===== src/rtl/serial_pkg.sv =====
// Shared types and full-adder helpers for the bit-serial add/recover path.
package serial_pkg;

    localparam int DEFAULT_WIDTH = 8;

    typedef enum logic {
        IDLE  = 1'b0,
        ACCUM = 1'b1
    } state_t;

    function automatic logic fa_sum(input logic d, input logic s, input logic c);
        return d ^ s ^ c;
    endfunction

    function automatic logic fa_carry(input logic d, input logic s, input logic c);
        return (d & s) | (d & c) | (s & c);
    endfunction

endpackage


===== src/rtl/serial_fa_cell.sv =====
// Combinational 1-bit full adder used once per accepted beat.
module serial_fa_cell
    import serial_pkg::*;
(
    input  logic d,
    input  logic s,
    input  logic c,
    output logic sum,
    output logic carry
);

    assign sum   = fa_sum(d, s, c);
    assign carry = fa_carry(d, s, c);

endmodule


===== src/rtl/serial_add_recover.sv =====
// Bit-serial adder rebuilding minuend A = D + S + cin, LSB first, one word per WIDTH beats.
module serial_add_recover
    import serial_pkg::*;
#(
    parameter int WIDTH = DEFAULT_WIDTH
) (
    input  logic             clk,
    input  logic             rst,
    input  logic             in_valid,
    output logic             in_ready,
    input  logic             in_first,
    input  logic             in_cin,
    input  logic             in_d,
    input  logic             in_s,
    output logic             out_valid,
    input  logic             out_ready,
    output logic [WIDTH-1:0] out_word,
    output logic             out_carry,
    output logic             err_abort
);

    localparam int CNT_W = $clog2(WIDTH + 1);

    state_t             state;
    logic [CNT_W-1:0]   cnt;
    logic               carry;
    logic [WIDTH-1:0]   shreg;

    logic               accept;
    logic               use_beat;
    logic               c_in;
    logic               sum;
    logic               carry_nxt;
    logic               word_done;
    logic [CNT_W-1:0]   cnt_base;
    logic [CNT_W-1:0]   cnt_nxt;
    logic [WIDTH-1:0]   shreg_base;
    logic [WIDTH-1:0]   shreg_nxt;

    assign in_ready = !out_valid || out_ready;
    assign accept   = in_valid && in_ready;
    // Non-first beats arriving while idle belong to no word and are dropped.
    assign use_beat = accept && (in_first || (state == ACCUM));

    // A first beat restarts the word: carry from in_cin, empty shift register, count from zero.
    always_comb begin
        c_in       = 1'b0;
        cnt_base   = '0;
        shreg_base = '0;
        if (in_first) begin
            c_in       = in_cin;
            cnt_base   = '0;
            shreg_base = '0;
        end else begin
            c_in       = carry;
            cnt_base   = cnt;
            shreg_base = shreg;
        end
        cnt_nxt   = cnt_base + CNT_W'(1);
        word_done = (cnt_nxt == CNT_W'(WIDTH));
    end

    generate
        if (WIDTH == 1) begin : g_shift_w1
            assign shreg_nxt = sum;
        end else begin : g_shift_wn
            assign shreg_nxt = {sum, shreg_base[WIDTH-1:1]};
        end
    endgenerate

    serial_fa_cell u_fa (
        .d     (in_d),
        .s     (in_s),
        .c     (c_in),
        .sum   (sum),
        .carry (carry_nxt)
    );

    // FSM, bit counter, shift register and registered word output.
    always_ff @(posedge clk) begin
        if (rst) begin
            state     <= IDLE;
            cnt       <= '0;
            carry     <= 1'b0;
            shreg     <= '0;
            out_valid <= 1'b0;
            out_word  <= '0;
            out_carry <= 1'b0;
            err_abort <= 1'b0;
        end else begin
            err_abort <= 1'b0;
            if (out_valid && out_ready) begin
                out_valid <= 1'b0;
            end
            if (use_beat) begin
                if (in_first && (state == ACCUM)) begin
                    err_abort <= 1'b1;
                end
                if (word_done) begin
                    state     <= IDLE;
                    cnt       <= '0;
                    carry     <= 1'b0;
                    shreg     <= '0;
                    out_word  <= shreg_nxt;
                    out_carry <= carry_nxt;
                    out_valid <= 1'b1;
                end else begin
                    state <= ACCUM;
                    cnt   <= cnt_nxt;
                    carry <= carry_nxt;
                    shreg <= shreg_nxt;
                end
            end
        end
    end

endmodule


===== config.mk =====
export PLATFORM = sky130hd
export DESIGN_NAME = serial_add_recover
export DESIGN_NICKNAME = d
export VERILOG_FILES = /design/src/rtl/serial_pkg.sv /design/src/rtl/serial_fa_cell.sv /design/src/rtl/serial_add_recover.sv
export SDC_FILE = /design/constraint.sdc
export NUM_CORES = 1
export LEC_CHECK = 0
export ABC_AREA = 1
export CORE_MARGIN = 2
export CORE_UTILIZATION = 51
export CTS_CLUSTER_SIZE = 8
export DETAILED_ROUTE_END_ITERATION = 7
export HOLD_SLACK_MARGIN = 0.02
export PLACE_DENSITY = 0.78
export SYNTH_ARGS = -nofsm -noshare
export SYNTH_HDL_FRONTEND = slang
export SYNTH_SLANG_ARGS = --single-unit

===== constraint.sdc =====
create_clock -name clk -period 1.7 [get_ports clk]
set_clock_uncertainty 0.1 [all_clocks]
set_input_delay 0.34 -clock clk [delete_from_list [all_inputs] [get_ports clk]]
set_output_delay 0.34 -clock clk [all_outputs]
set_load 0.01 [all_outputs]

; ---- After elaboration in Yosys (flattened, before gate mapping)
; Index checks and enable logic that the tools add are counted.
[classes]
eq_ne = 1
muxes = 11
n_addsub = 1
n_bitwise = 8
reduce_logical = 9
[op_table]
columns = cell, count
row1 = 8-bit two-way mux, 2
row2 = 4-bit two-way mux, 2
row3 = 1-bit two-way mux, 7
row4 = 4-bit by 1-bit adder with 4-bit output (second input constant), 1
row5 = 4-bit equality test (second input constant), 1
row6 = 1-bit logical AND, 4
row7 = 1-bit AND, 3
row8 = 1-bit logical OR, 2
row9 = 1-bit bitwise OR, 2
row10 = 2-bit AND reduction, 1
row11 = 2-bit OR reduction, 1
row12 = 1-bit XOR, 2
row13 = 1-bit zero test, 1
row14 = 1-bit NOT, 1
[word_totals]
regBits = 25
in_bits = 8
elab_cells = 38

; ---- Longest topological paths before layout
[depth]
depth_word = 6
mapped_depth = 10

; ---- Modules after synthesis
; Synthesis repeated with hierarchy kept, for this count alone.
[unflattened]
cells_unflattened = 160
area_unflattened_um2 = 1128.6
[modules_own_cells]
columns = module, area_each_um2, instances, cells_each
row1 = serial_add_recover, 1108.6, 1, 159
row2 = serial_fa_cell, 20.0, 1, 1

; ---- Worst setup path after synthesis
; No wires, ideal clock.
[synth_path]
path_type = input to register
start = input port in_first
end = register cnt[3]
path_stages = 9
setup_ns = 0.132
required_time_ns = 1.468
setup_slack_ns = 0.232
arrival_ns = 1.236
path_cell_list = inv_2 nand2_1 inv_1 ha_1 and2_1 nand3_2 buf_4 nand3_1 a21oi_1
[synth_between]
elab_chain_cells = 4
word_cells_on_any_way = 6
cone_classes = add/sub (1) / eq/ne (1) / mux (2) / reduce/logical (2)
[synth_lines]
columns = element, line
row1 = start: declaration, serial_add_recover.sv:11  ; input logic in_first,
row2 = 4-bit two-way mux, serial_add_recover.sv:50  ; if (in_first) begin
row3 = 4-bit by 1-bit adder with 4-bit output, serial_add_recover.sv:59  ; cnt_nxt = cnt_base + CNT_W'(1);
row4 = 4-bit equality test, serial_add_recover.sv:60  ; word_done = (cnt_nxt == CNT_W'(WIDTH));
row5 = 4-bit two-way mux, serial_add_recover.sv:99  ; if (word_done) begin
row6 = end signal: assignment, serial_add_recover.sv:109  ; cnt <= cnt_nxt;
row7 = end: declaration, serial_add_recover.sv:25  ; logic [CNT_W-1:0] cnt;
; Several ways; a longest one is shown, not always the timed one.
; A chain may end at the register's enable or synchronous reset.

; ---- Worst setup path after layout
[layout_path]
start = input port out_ready
end = output port in_ready
[layout_between]
elab_chain_cells = 1
[layout_lines]
columns = element, line
row1 = start: declaration, serial_add_recover.sv:16  ; input logic out_ready,
row2 = 1-bit logical OR, serial_add_recover.sv:40  ; assign in_ready = !out_valid || out_ready;
row3 = end: declaration, serial_add_recover.sv:10  ; output logic in_ready,
; Every way passes these cells.

==> results.py <==
metrics = {
    "run_status": {
        "outcome": "finished, final reports clean",
    },
    "final_layout": {
        "fin_cells": 219,
        "antenna_cells": 0,
        "drive_above_1_share_pct": 15.2,
        "utilization_pct": 69.5,
        "nets": 202,
        "syn2layout_area_growth_pct": 31.1,
        "postLayoutCellArea_sq_um": 1510,
    },
    "drt": {
        "drcViolationCount": 0,
        "dr.pass1.iters": 4,
        "drt_iter0_drc": 28,
        "viasPerCell": 5.08,
        "post_drt_wl_per_cell_um": 11.2,
        "drt_wl_total_um": 2450,
        "via_count": 1113,
        "postRouteAntennaNets": 0,
    },
    "logic_synthesis": {
        "synthCells": 160,
        "yosys_warnings": 0,
        "yosysSeqAreaShare_pct": 41.8,
        "ys_seq_elements": 24,
        "ys_types": 26,
        "syn_area_sq_um": 1150,
        "syn_nets": 170,
        "synth.avg_cell_area_sq_um": 7.19,
    },
    "grt": {
        "grt_overflow_total": 0,
        "antenna_found_initial": 0,
        "grt_pass1_vias": 1080,
        "grt.total_usage_pct": 21.9,
        "grt_max_degree": 15,
        "grt_pass1_wl_um": 4370,
    },
    "timing": {
        "min_period_ns": 1.65,
        "slew_headroom_pct": 75.3,
        "finalSetupViolations": 0,
        "final_max_slew_viol_count": 0,
        "rsz0062_at_grt": "false",
        "finalHoldViolations": 0,
        "tightest_slew_ns": 0.370,
        "clock.fmax_mhz": 606,
        "fin_crit_sh_pct": 97.1,
        "tns_ns": 0,
        "hold_ws_ns": 0.377,
    },
    "clocking": {
        "cts_root_buf": "clkbuf_4",
        "cts.sinks": 24,
        "cts_setup_buffers": 0,
        "htree_levels": 1,
        "cts-resized-gates": 2,
        "holdBufCountCts": 0,
        "clk_pin_slew_ns": 0.13,
        "clkLatencyLatePin_ns": 0.31,
        "tritoncts": "yes",
        "cts_buffers": 3,
        "cts_buffer_depth": 2,
    },
    "floorplanning": {
        "core_area_sq_um": 2170,
        "die_y_um": 51.5,
        "pin_count": 20,
        "initial_core_util_pct": 53.0,
        "fp.dieArea_sq_um": 2650,
        "die_x_um": 51.5,
        "rows": 17,
    },
    "power_and_ir_drop": {
        "power_density_nw_per_um2": 741,
        "sequentialPowerShare_pct": 51.9,
        "power.share.combinational_pct": 11.2,
        "clkPwrFrac_pct": 36.9,
        "p_leak_nw": 0.715,
        "p_sw_share_pct": 22.2,
        "internal_power_mw": 0.870,
        "vdd_drop_max_mv": 0.485,
        "power.switching_mw": 0.248,
    },
    "worst_setup_path": {
        "cpPeakStageDelay_ns": 0.39,
        "cp_cell_sequence": "clkdlybuf4s50_1, nor2_1, inv_1, dlygate4sd2_1",
        "path_class": "in -> out",
        "cp_max_fo": 2,
        "endpoint_kind": "primary output",
        "worstPathArrival_ns": 1.21,
        "crit_slowest_cell": "clkdlybuf4s50_1",
        "crit_required_ns": 1.26,
        "critPathLaunchType": "input port",
        "r2r_setup_slack_ns": 0.18,
    },
    "placement": {
        "dp.cells": 215,
        "io_buffer_count": 19,
        "place_area_sq_um": 1450,
        "routabilityCongestion": 0.768,
        "dp.final_hpwl_um": 1810,
    },
    "min_path": {
        "hold_class": "reg -> reg",
    },
    "flow_run": {
        "cap_violations": 0,
    },
}
sequential cells by signal, indices dropped and copies added, names as in the netlist:
register,cells
out_word,8
cnt,4
shreg,7
out_valid,1
out_carry,1
state,1
err_abort,1
carry,1
layout by cell type (no fill, tap or decap), types with 2 or more instances in the layout:
cell type,count
nor2_1,25
nand4_1,8
clkbuf_4,3
nor2_2,2
nand2_1,31
inv_1,22
o21ai_0,2
dfxtp_1,24
a21oi_1,13
dlygate4sd2_1,2
clkdlybuf4s50_1,15
dlymetal6s2s_1,2
nand3_1,12
nand2_2,2
buf_4,14
synthesized netlist by cell type, drive strengths merged:
| library cell | instances | area (sq um) |
|---|---|---|
| clkbuf | 1 | 3.75 |
| dfxtp | 24 | 480 |
| nand4 | 8 | 50.1 |
| clkinv | 1 | 5.00 |
| buf | 6 | 43.8 |
| fa | 1 | 20.0 |
| mux2i | 1 | 10.0 |
| o21ai | 3 | 15.0 |
| ha | 1 | 12.5 |
| inv | 23 | 86.3 |
| a21oi | 13 | 65.1 |
| nand2 | 34 | 140 |
| and2 | 1 | 6.26 |
| nor2 | 28 | 118 |
| nor4 | 1 | 6.26 |
| nand3 | 14 | 87.6 |
routing by layer:
| metal | vias up | routed length, um | track usage (%) |
|---|---|---|---|
| met5 | - | 0 | 0 |
| met4 | 0 | 36 | 10.1 |
| met3 | 7 | 146 | 2.92 |
| met2 | 39 | 1190 | 37.4 |
| met1 | 501 | 1080 | 27.3 |
| li1 | 566 | - | - |
worst max-delay path: cells and delay by family:
kind | cells | cell delay [ns]
buffers and inverters | 3 | 0.75
and+or+nand+nor | 1 | 0.12
final timing paths:
kind / from / endpoint / cells past startpoint
setup / recovery: out_ready / in_ready / 4
hold / removal: shreg[5] / shreg[5] / 2
setup reg to reg: cnt[0] / out_word[7] / 8
hold reg to reg: shreg[5] / shreg[5] / 2
final cells by class:
| type | instances | area (sq um) |
|---|---|---|
| clock inverters | 1 | 30.0 |
| inverters | 24 | 91.3 |
| repair buffers | 34 | 318 |
| multi-input cells | 105 | 531 |
| fillers | 191 | 662 |
| well taps | 28 | 35.0 |
| clock buffers | 3 | 22.5 |
| flip-flops and latches | 24 | 480 |
power by group through the flow:
stage,registers [mW],clock network [mW],logic [mW]
floorplan,0.591,0,0.0731
global placement,0.592,0,0.123
detailed placement,0.592,0,0.125
CTS,0.580,0.421,0.125
global route,0.582,0.439,0.140
finish,0.580,0.413,0.125
per-stage QoR:
stage / setup WS (ns) / power, mW
finish: 0.0488 / 1.12
global route: 0.00636 / 1.16
global placement: -0.360 / 0.714
detailed placement: -0.397 / 0.717
CTS: 0.0216 / 1.13
floorplan: 0.232 / 0.664
cells by family after synthesis:
logic type	share of synthesized area (%)
AND/OR/NAND/NOR	35.5
adder cells (fa/ha/maj)	2.83
multiplexers	0.871
buffers and inverters	12.1
AO/OA/AOI/OAI	6.96
flip-flops	41.8
Note: power is estimated with default switching activity, not from simulation.
